**src/rtl/pcie_msi_gen.sv**
```systemverilog
// pcie_msi_gen: turns per-vector interrupt requests into one-at-a-time MSI
// requests toward the PCIe core. Vectors are picked round-robin. A failed or
// timed-out delivery puts its vector back in pending and waits out a back-off
// period before the next issue.
module pcie_msi_gen #(
   parameter int RETRY_DELAY  = 16,
   parameter int WAIT_TIMEOUT = 1024
) (
   input  logic        clk_user,
   input  logic        rst_user_n,
   input  logic [31:0] irq_in,
   input  logic [3:0]  cfg_interrupt_msi_enable,
   input  logic [11:0] cfg_interrupt_msi_mmenable,
   input  logic        cfg_interrupt_msi_sent,
   input  logic        cfg_interrupt_msi_fail,
   output logic [31:0] cfg_interrupt_msi_int,
   output logic [3:0]  cfg_interrupt_msi_select,
   output logic [31:0] cfg_interrupt_msi_pending_status,
   output logic [3:0]  cfg_interrupt_msi_function_number,
   output logic [31:0] irq_pending,
   output logic        busy,
   output logic [15:0] msi_sent_count,
   output logic [15:0] msi_fail_count
);

   typedef enum logic [1:0] {ST_IDLE, ST_WAIT, ST_BACKOFF} state_t;

   // Last timer value before a WAIT timeout, and before BACKOFF ends.
   localparam logic [31:0] WAIT_LAST    = 32'(WAIT_TIMEOUT - 1);
   localparam logic [31:0] BACKOFF_LAST = 32'(RETRY_DELAY - 1);

   state_t      state_q, state_d;
   logic [31:0] pending_q, pending_d;
   logic [4:0]  last_q, last_d;
   logic [4:0]  in_flight_q, in_flight_d;
   logic [31:0] timer_q, timer_d;
   logic [31:0] msi_int_q, msi_int_d;
   logic [15:0] sent_cnt_q, sent_cnt_d;
   logic [15:0] fail_cnt_q, fail_cnt_d;

   logic [2:0]  mm;
   logic [31:0] elig_mask;
   logic [31:0] eligible;
   logic [31:0] issue_clr;
   logic [31:0] fail_set;
   logic        sel_found;
   logic [4:0]  sel_vec;
   logic [4:0]  cand;

   // Only PF0 fields of the core's config vectors are used.
   logic unused_cfg_bits;
   assign unused_cfg_bits = ^{cfg_interrupt_msi_enable[3:1], cfg_interrupt_msi_mmenable[11:3]};

   // Eligible vectors: pending bits below the granted count 2^mm (mm capped at 5).
   always_comb begin
      mm = (cfg_interrupt_msi_mmenable[2:0] > 3'd5) ? 3'd5 : cfg_interrupt_msi_mmenable[2:0];
      elig_mask = '0;
      for (int i = 0; i < 32; i++) begin
         elig_mask[i] = (i < (1 << mm));
      end
      eligible = pending_q & elig_mask;
   end

   // Round-robin pick: first eligible vector searching upward from last_issued+1.
   always_comb begin
      sel_found = 1'b0;
      sel_vec   = last_q;
      cand      = last_q;
      for (int k = 1; k <= 32; k++) begin
         cand = last_q + k[4:0];
         if (!sel_found && eligible[cand]) begin
            sel_found = 1'b1;
            sel_vec   = cand;
         end
      end
   end

   // Next-state, issue/retry bookkeeping and pending-register update.
   always_comb begin
      state_d     = state_q;
      timer_d     = timer_q;
      last_d      = last_q;
      in_flight_d = in_flight_q;
      msi_int_d   = '0;
      sent_cnt_d  = sent_cnt_q;
      fail_cnt_d  = fail_cnt_q;
      issue_clr   = '0;
      fail_set    = '0;
      case (state_q)
         ST_IDLE: begin
            if (cfg_interrupt_msi_enable[0] && sel_found) begin
               msi_int_d   = 32'd1 << sel_vec;
               issue_clr   = 32'd1 << sel_vec;
               last_d      = sel_vec;
               in_flight_d = sel_vec;
               timer_d     = '0;
               state_d     = ST_WAIT;
            end
         end
         ST_WAIT: begin
            // sent wins over a simultaneous fail
            if (cfg_interrupt_msi_sent) begin
               sent_cnt_d = sent_cnt_q + 16'd1;
               timer_d    = '0;
               state_d    = ST_IDLE;
            end else if (cfg_interrupt_msi_fail || (timer_q == WAIT_LAST)) begin
               fail_set = 32'd1 << in_flight_q;
               if (fail_cnt_q != 16'hFFFF) begin
                  fail_cnt_d = fail_cnt_q + 16'd1;
               end
               timer_d = '0;
               state_d = ST_BACKOFF;
            end else begin
               timer_d = timer_q + 32'd1;
            end
         end
         ST_BACKOFF: begin
            if (timer_q == BACKOFF_LAST) begin
               timer_d = '0;
               state_d = ST_IDLE;
            end else begin
               timer_d = timer_q + 32'd1;
            end
         end
         default: begin
            state_d = ST_IDLE;
            timer_d = '0;
         end
      endcase
      // New requests and retries win over the issue clear.
      pending_d = (pending_q & ~issue_clr) | irq_in | fail_set;
   end

   // State and datapath registers; reset drops any in-flight request.
   always_ff @(posedge clk_user or negedge rst_user_n) begin
      if (!rst_user_n) begin
         state_q     <= ST_IDLE;
         pending_q   <= '0;
         last_q      <= 5'd31;
         in_flight_q <= '0;
         timer_q     <= '0;
         msi_int_q   <= '0;
         sent_cnt_q  <= '0;
         fail_cnt_q  <= '0;
      end else begin
         state_q     <= state_d;
         pending_q   <= pending_d;
         last_q      <= last_d;
         in_flight_q <= in_flight_d;
         timer_q     <= timer_d;
         msi_int_q   <= msi_int_d;
         sent_cnt_q  <= sent_cnt_d;
         fail_cnt_q  <= fail_cnt_d;
      end
   end

   assign cfg_interrupt_msi_int             = msi_int_q;
   assign cfg_interrupt_msi_select          = 4'd0;
   assign cfg_interrupt_msi_pending_status  = 32'd0;
   assign cfg_interrupt_msi_function_number = 4'd0;
   assign irq_pending                       = pending_q;
   assign busy                              = (state_q != ST_IDLE);
   assign msi_sent_count                    = sent_cnt_q;
   assign msi_fail_count                    = fail_cnt_q;

endmodule

```
**config.mk**
```make
export PLATFORM = sky130hd
export DESIGN_NAME = pcie_msi_gen
export DESIGN_NICKNAME = d
export VERILOG_FILES = /design/src/rtl/pcie_msi_gen.sv
export SDC_FILE = /design/constraint.sdc
export NUM_CORES = 1
export LEC_CHECK = 0
export ABC_AREA = 1
export BUFFER_PORTS_ARGS = -buffer_cell sky130_fd_sc_hd__clkbuf_2
export CAP_MARGIN = 20
export CORE_ASPECT_RATIO = 1.5
export CORE_MARGIN = 2
export CORE_UTILIZATION = 35
export CTS_CLUSTER_DIAMETER = 80
export DETAILED_ROUTE_END_ITERATION = 10
export PLACE_DENSITY = 0.55
export SLEW_MARGIN = 20
export SYNTH_ARGS = -nofsm -noshare
export SYNTH_HDL_FRONTEND = slang
export SYNTH_SLANG_ARGS = --single-unit
```
**constraint.sdc**
```tcl
create_clock -name clk_user -period 5.1 [get_ports clk_user]
set_input_delay 0.255 -clock clk_user [delete_from_list [all_inputs] [get_ports clk_user]]
set_output_delay 0.255 -clock clk_user [all_outputs]
set_load 0.005 [all_outputs]
```
==> results.json, run 1 <==
{
  "clk_pin_slew_ns": 0.06,
  "hold_viol_final": 0,
  "critPathKind": "reg2reg",
  "r2r_slack_ns": -0.40,
  "synthesis.area_um2": 11400,
  "synthMuxAreaShare_pct": 0.198,
  "ant_nets": 0,
  "fin_nets": 2258,
  "synthSimpleGateAreaFrac_pct": 38.8,
  "post-route-min-period_ns": 5.50,
  "vias": 13300,
  "post-route-period-util_pct": 108,
  "synth_top_family_by_area": "simple AND/OR/NAND/NOR gates",
  "synth_seq_cells": 140,
  "cts_tree": "yes",
  "wl_per_cell_um": 17.9,
  "hp-class": "in2reg",
  "route.detailed.drc": 0,
  "worstPathArrival_ns": 5.83,
  "timing.critical_path.from": "last_q[1]",
  "port-buffer-count": 136,
  "cts_max_level": 4,
  "track_usage_pct": 27.3,
  "syn-instance-count": 1750,
  "avgSynthCellArea_um2": 6.49,
  "synthToLayoutAreaGrowth_pct": 48.2,
  "synth.distinct_cells": 58,
  "final_common_cell": "nand2_1",
  "layout_setup_ws_ns": -0.402,
  "worstSetupStartpointType": "register",
  "cts_inserted_buffers": 17,
  "ctsLongestPathBuffers": 2,
  "r2r-end": "irq_pending[25]",
  "first_pass_iters": 6,
  "synth_top_area_share_pct": 29.7,
  "grt_pass1_vias": 13000,
  "cts_sinks": 140,
  "fin_util_pct": 52.7,
  "yosysSeqAreaShare_pct": 30.9,
  "initial_core_util_pct": 35.6,
  "dp_hpwl_mm": 36.1,
  "crit_path_top_delay_cell": "dfstp_2",
  "tightest_slew_ns": 0.857,
  "crit_family": "simple AND/OR/NAND/NOR gates",
  "gp_congestion": 1.01,
  "drv_cap": 0,
  "drive_above_1_share_pct": 35.0,
  "antennaDiodeCount": 0,
  "cp_num_buf_inv": 7,
  "grt_pass1_wl_mm": 70.5,
  "setup_violations": 108,
  "async_flop_share_pct": 100,
  "die_x_um": 151,
  "critPathRequiredTime_ns": 5.43,
  "netlist.top_cell.by_area": "dfrtp_1",
  "num_rows": 80,
  "clk-insertion-delay-late_ns": 0.44,
  "fmax_mhz": 182,
  "final_cells": 2610,
  "rsz0062_at_grt": "yes",
  "ff2ff_path_depth": 45,
  "worstPathMaxFanout": 8,
  "synth_compound_area_share_pct": 10.1,
  "design.die.area_um2": 33900,
  "relSlewSlack_pct": 42.9,
  "violations": "negative setup slack",
  "grt_max_degree": 91,
  "die-height_um": 225,
  "synth-edff-count": 0,
  "drtIter0Drc": 864,
  "coreArea_um2": 31900,
  "hold_depth": 3,
  "hp-start": "irq_in[15]",
  "synthFlopType": "dfrtp_1",
  "crit_path_frequent_cell": "nor2_4",
  "drt_wl_total_mm": 46.7,
  "ys_warn_count": 0,
  "cp-end-kind": "register",
  "io_pins": 189,
  "slowest_delay_ns": 0.58,
  "fin_worst_skew_ns": 0.00940,
  "status": "finished, violations left",
  "layout_common_cells": "nand2_1 (430), buf_4 (286), inv_1 (215)",
  "antenna_found_initial": 0,
  "maxSlewViolCount": 0,
  "yosys-top-cells-area": "dfrtp_1 (30%), nand2_1 (15%), nand3_1 (11%)",
  "dp_cells": 2509,
  "whs_endpoint": "irq_pending[15]",
  "via_per_inst": 5.09,
  "synthAdderAreaFrac_pct": 1.98,
  "grt_overflow_total": 0,
  "reg2reg_from": "last_q[1]",
  "synth_xor_area_share_pct": 4.67,
  "cts_root_buffer": "clkbuf_16"
}
## how the worst max path moves through the flow
stage                      endpoint  cells after the start
floorplan           irq_pending[16]                     51
global placement    irq_pending[25]                     41
detailed placement  irq_pending[29]                     40
CTS                 irq_pending[25]                     46
global route        irq_pending[18]                     45
finish              irq_pending[25]                     45
## cell families (layout without fill, tap and decap cells)
| logic type | Yosys count | after routing |
|---|---|---|
| AND/OR/NAND/NOR | 978 | 978 |
| buffers and inverters | 342 | 753 |
| AO/OA/AOI/OAI | 211 | 211 |
| flip-flops | 140 | 140 |
| XOR/XNOR | 58 | 58 |
| adder cells (fa/ha/maj) | 18 | 18 |
| multiplexers | 2 | 2 |
| other | 1 | 40 |
## routing by layer
metal	wire length, µm	vias to the layer above	track usage (%)
li1	-	6469	-
met1	17700	6282	31.1
met2	24400	400	49.5
met3	1720	127	3.06
met4	2920	0	14.1
met5	0	-	0
## repair_timing
action / CTS / global route
hold buffers: 2 / 0
pin swaps: 20 / 45
setup endpoints to repair: 106 / 108
resized for setup: 163 / 158
hold endpoints to repair: 85 / 0
gates cloned: 6 / 6
setup buffers: 41 / 15
## through the flow
| stage | area, µm² | setup TNS (ns) | hold WS, ns | setup slack [ns] |
|---|---|---|---|---|
| floorplan | 11600 | -0.312 | -0.0406 | -0.0390 |
| global placement | 14300 | -27.61 | 0.396 | -0.522 |
| detailed placement | 14300 | -31.22 | 0.392 | -0.517 |
| CTS | 16000 | -10.12 | 0.00412 | -0.279 |
| global route | 16800 | -67.57 | 0.0113 | -0.821 |
| finish | 16800 | -24.73 | 0.0140 | -0.402 |
## state kept, by name (all words and copies together), names as in the netlist
| name | flops |
|---|---|
| last_q | 5 |
| in_flight_q | 5 |
| state_q | 2 |
| msi_fail_count | 16 |
| msi_sent_count | 16 |
| cfg_interrupt_msi_int | 32 |
| irq_pending | 32 |
| timer_q | 32 |
## cell type report
type                    instances  area (µm²)
multi-input cells            1307        7670
repair inverters                1        6.26
repair buffers                471        3560
fillers                      3185       15100
clock inverters                10         139
clock buffers                  21         470
inverters                     250         975
well taps                     410         513
flip-flops and latches        140        3510
## synth_stat cells (2+ instances only)
cell	number
nand2_1	468
nand3_1	248
inv_1	224
dfrtp_1	135
nor2_1	119
a21oi_1	78
o21ai_0	76
buf_4	45
xor2_1	41
nand4_1	34
nor3_1	32
clkbuf_1	23
inv_2	22
nor4_1	19
buf_2	18
ha_1	18
o21ai_1	18
nand2_2	17
xnor2_1	14
nor2_2	9
a31oi_1	8
o21bai_1	7
a21o_1	6
nor2_4	6
dfstp_2	5
and3_1	4
buf_6	4
nand3_2	4
o21a_1	4
clkinv_1	3
nor3b_1	3
o211ai_1	3
or2_2	3
a21oi_2	2
and2_1	2
buf_1	2
mux2_2	2
nor3_4	2
o22ai_1	2
xor2_2	2
## worst min-delay path, delay by kind of cell
family          cells  cell delay (ns)
buf+inv             1             0.08
compound gates      1             0.03
simple gates        1             0.05
Power of run 1 is left out: the tool's default activity adds up to more than one toggle a clock period on the data nets, which glitch-free logic cannot reach.
==> run 2, diff against run 1 <==
Settings changed: CORE_MARGIN 2 to 1.5, REMOVE_ABC_BUFFERS set to 1.
==> run 2 against run 1 <==
  * The run still ends with negative setup slack left
  * Setup slack better by 0.016 ns
  * First-iteration DRC count decreased by 15%
  * Count of clock-buffer cells in the layout fell by 2
  * Sequential share of layout area about the same
  * Non-clock buffer count grew 25
  * Flip-flop and latch count unchanged
  * Wire length increased by 1.1%
  * Hold slack improved by 0.0060 ns
  * Clock skew about the same
  * Via count up 1.3%
==> results.json, run 2 (synthesized netlist as in run 1, its figures left out) <==
{
  "status": "finished, violations left",
  "violations": "negative setup slack",
  "hp-start": "irq_in[3]",
  "vias": 13500,
  "final_common_cell": "nand2_1",
  "grt_max_degree": 94,
  "tightest_slew_ns": 1.05,
  "coreArea_um2": 31900,
  "fmax_mhz": 182,
  "gp_congestion": 0.991,
  "port-buffer-count": 136,
  "seqCellArea_um2": 3510,
  "synthToLayoutAreaGrowth_pct": 48.4,
  "post-route-period-util_pct": 108,
  "drive_above_1_share_pct": 34.5,
  "cts_max_level": 4,
  "route.detailed.drc": 0,
  "dp_hpwl_mm": 37.2,
  "fin_util_pct": 52.8,
  "dp_cells": 2519,
  "whs_endpoint": "irq_pending[3]",
  "worstPathArrival_ns": 5.81,
  "hold_viol_final": 0,
  "slowest_delay_ns": 0.58,
  "wl_per_cell_um": 17.9,
  "drtIter0Drc": 733,
  "antenna_found_initial": 0,
  "fin_nets": 2284,
  "tns_ns": -27.08,
  "grt_pass1_vias": 13000,
  "crit_path_frequent_cell": "nor2_4",
  "final_cells": 2637,
  "io_pins": 189,
  "crit_family": "simple AND/OR/NAND/NOR gates",
  "ant_nets": 0,
  "r2r_slack_ns": -0.39,
  "post-route-min-period_ns": 5.49,
  "cp-end-kind": "register",
  "cts_root_buffer": "clkbuf_16",
  "layout_common_cells": "nand2_1 (423), buf_4 (310), inv_1 (213)",
  "clk_pin_slew_ns": 0.06,
  "cp_num_buf_inv": 8,
  "drt_wl_total_mm": 47.2,
  "fin_worst_skew_ns": 0.00930,
  "setup_violations": 108,
  "die-height_um": 224,
  "grt_pass1_wl_mm": 69.9,
  "crit_path_top_delay_cell": "dfstp_2",
  "layout_setup_ws_ns": -0.386,
  "track_usage_pct": 27.4,
  "ctsLongestPathBuffers": 2,
  "r2r-end": "irq_pending[27]",
  "clk-insertion-delay-late_ns": 0.43,
  "hold_depth": 3,
  "die_x_um": 150,
  "relSlewSlack_pct": 29.1,
  "via_per_inst": 5.10,
  "cts_tree": "yes",
  "hp-class": "in2reg",
  "fill_cells": 3178,
  "drv_cap": 0,
  "critPathRequiredTime_ns": 5.42,
  "maxSlewViolCount": 0,
  "cts_inserted_buffers": 17,
  "first_pass_iters": 5,
  "reg2reg_from": "last_q[1]",
  "antennaDiodeCount": 0,
  "rsz0062_at_grt": "yes",
  "ff2ff_path_depth": 44,
  "critPathKind": "reg2reg",
  "worstSetupStartpointType": "register",
  "worstPathMaxFanout": 7,
  "multiInputGateArea_um2": 7500,
  "cts_sinks": 140,
  "num_rows": 80,
  "grt_overflow_total": 0,
  "design.die.area_um2": 33600,
  "initial_core_util_pct": 35.6
}
run 2: cell types whose count changed in the layout (fill, tap and decap cells not counted), moves of 7 or more:
cell     change
nor2_1       +7
o21ai_2      -7
nand2_1      -7
buf_4       +24
nand3_1     +10
nand2_2      +8
o21ai_1     +10
nand3_2     -10
run 2: per-layer routing:
layer | wire length (µm) | GRT usage (%)
met1 | 17300 | 29.6
met4 | 3490 | 17.9
met2 | 24500 | 49.3
met5 | 0 | 0
met3 | 1970 | 3.46
run 2: layout make-up:
class,count,share of cell area (%)
multi-input combinational,1308,44.5
timing repair buffer,496,22.2
sequential,140,20.8
inverter,250,5.77
tap,410,3.04
clock buffer,19,2.69
clock inverter,13,0.980
timing repair inverter,1,0.0445
run 2: worst register-to-register path: cells and delay by family, from the launching register on:
family          cells  cell delay [ns]
flops               1             0.58
fa+ha+maj           1             0.29
simple gates       34             3.50
buf+inv             8             0.91
compound gates      1             0.15
run 2: per-stage QoR:
| stage | worst slack (ns) | hold WS [ns] | cell area (µm²) |
|---|---|---|---|
| after global routing | -0.721 | 0.0145 | 16900 |
| after global placement | -0.690 | 0.400 | 14300 |
| final | -0.386 | 0.0201 | 16900 |
| after CTS | -0.285 | 0.000657 | 15700 |
| after floorplan | -1.18 | -0.0406 | 10900 |
| after detailed placement | -0.694 | 0.400 | 14300 |
run 2: what timing repair did:
item | CTS | global route
buffers inserted | 42 | 32
hold buffers | 5 | 0
gates cloned | 1 | 7
endpoints found under the setup margin | 108 | 108
resized for setup | 88 | 215
pin swaps | 24 | 40
endpoints found under the hold margin | 91 | 0
run 2: worst max path at each step:
| stage | from | end | slack (ns) | cells past startpoint |
|---|---|---|---|---|
| floorplan | last_q[0] | irq_pending[18] | -1.18 | 39 |
| global placement | last_q[0] | irq_pending[14] | -0.69 | 49 |
| detailed placement | last_q[0] | irq_pending[14] | -0.69 | 49 |
| CTS | last_q[0] | irq_pending[27] | -0.28 | 41 |
| global route | last_q[0] | irq_pending[27] | -0.72 | 44 |
| finish | last_q[1] | irq_pending[27] | -0.39 | 44 |
Power of run 2 is left out for the same reason.
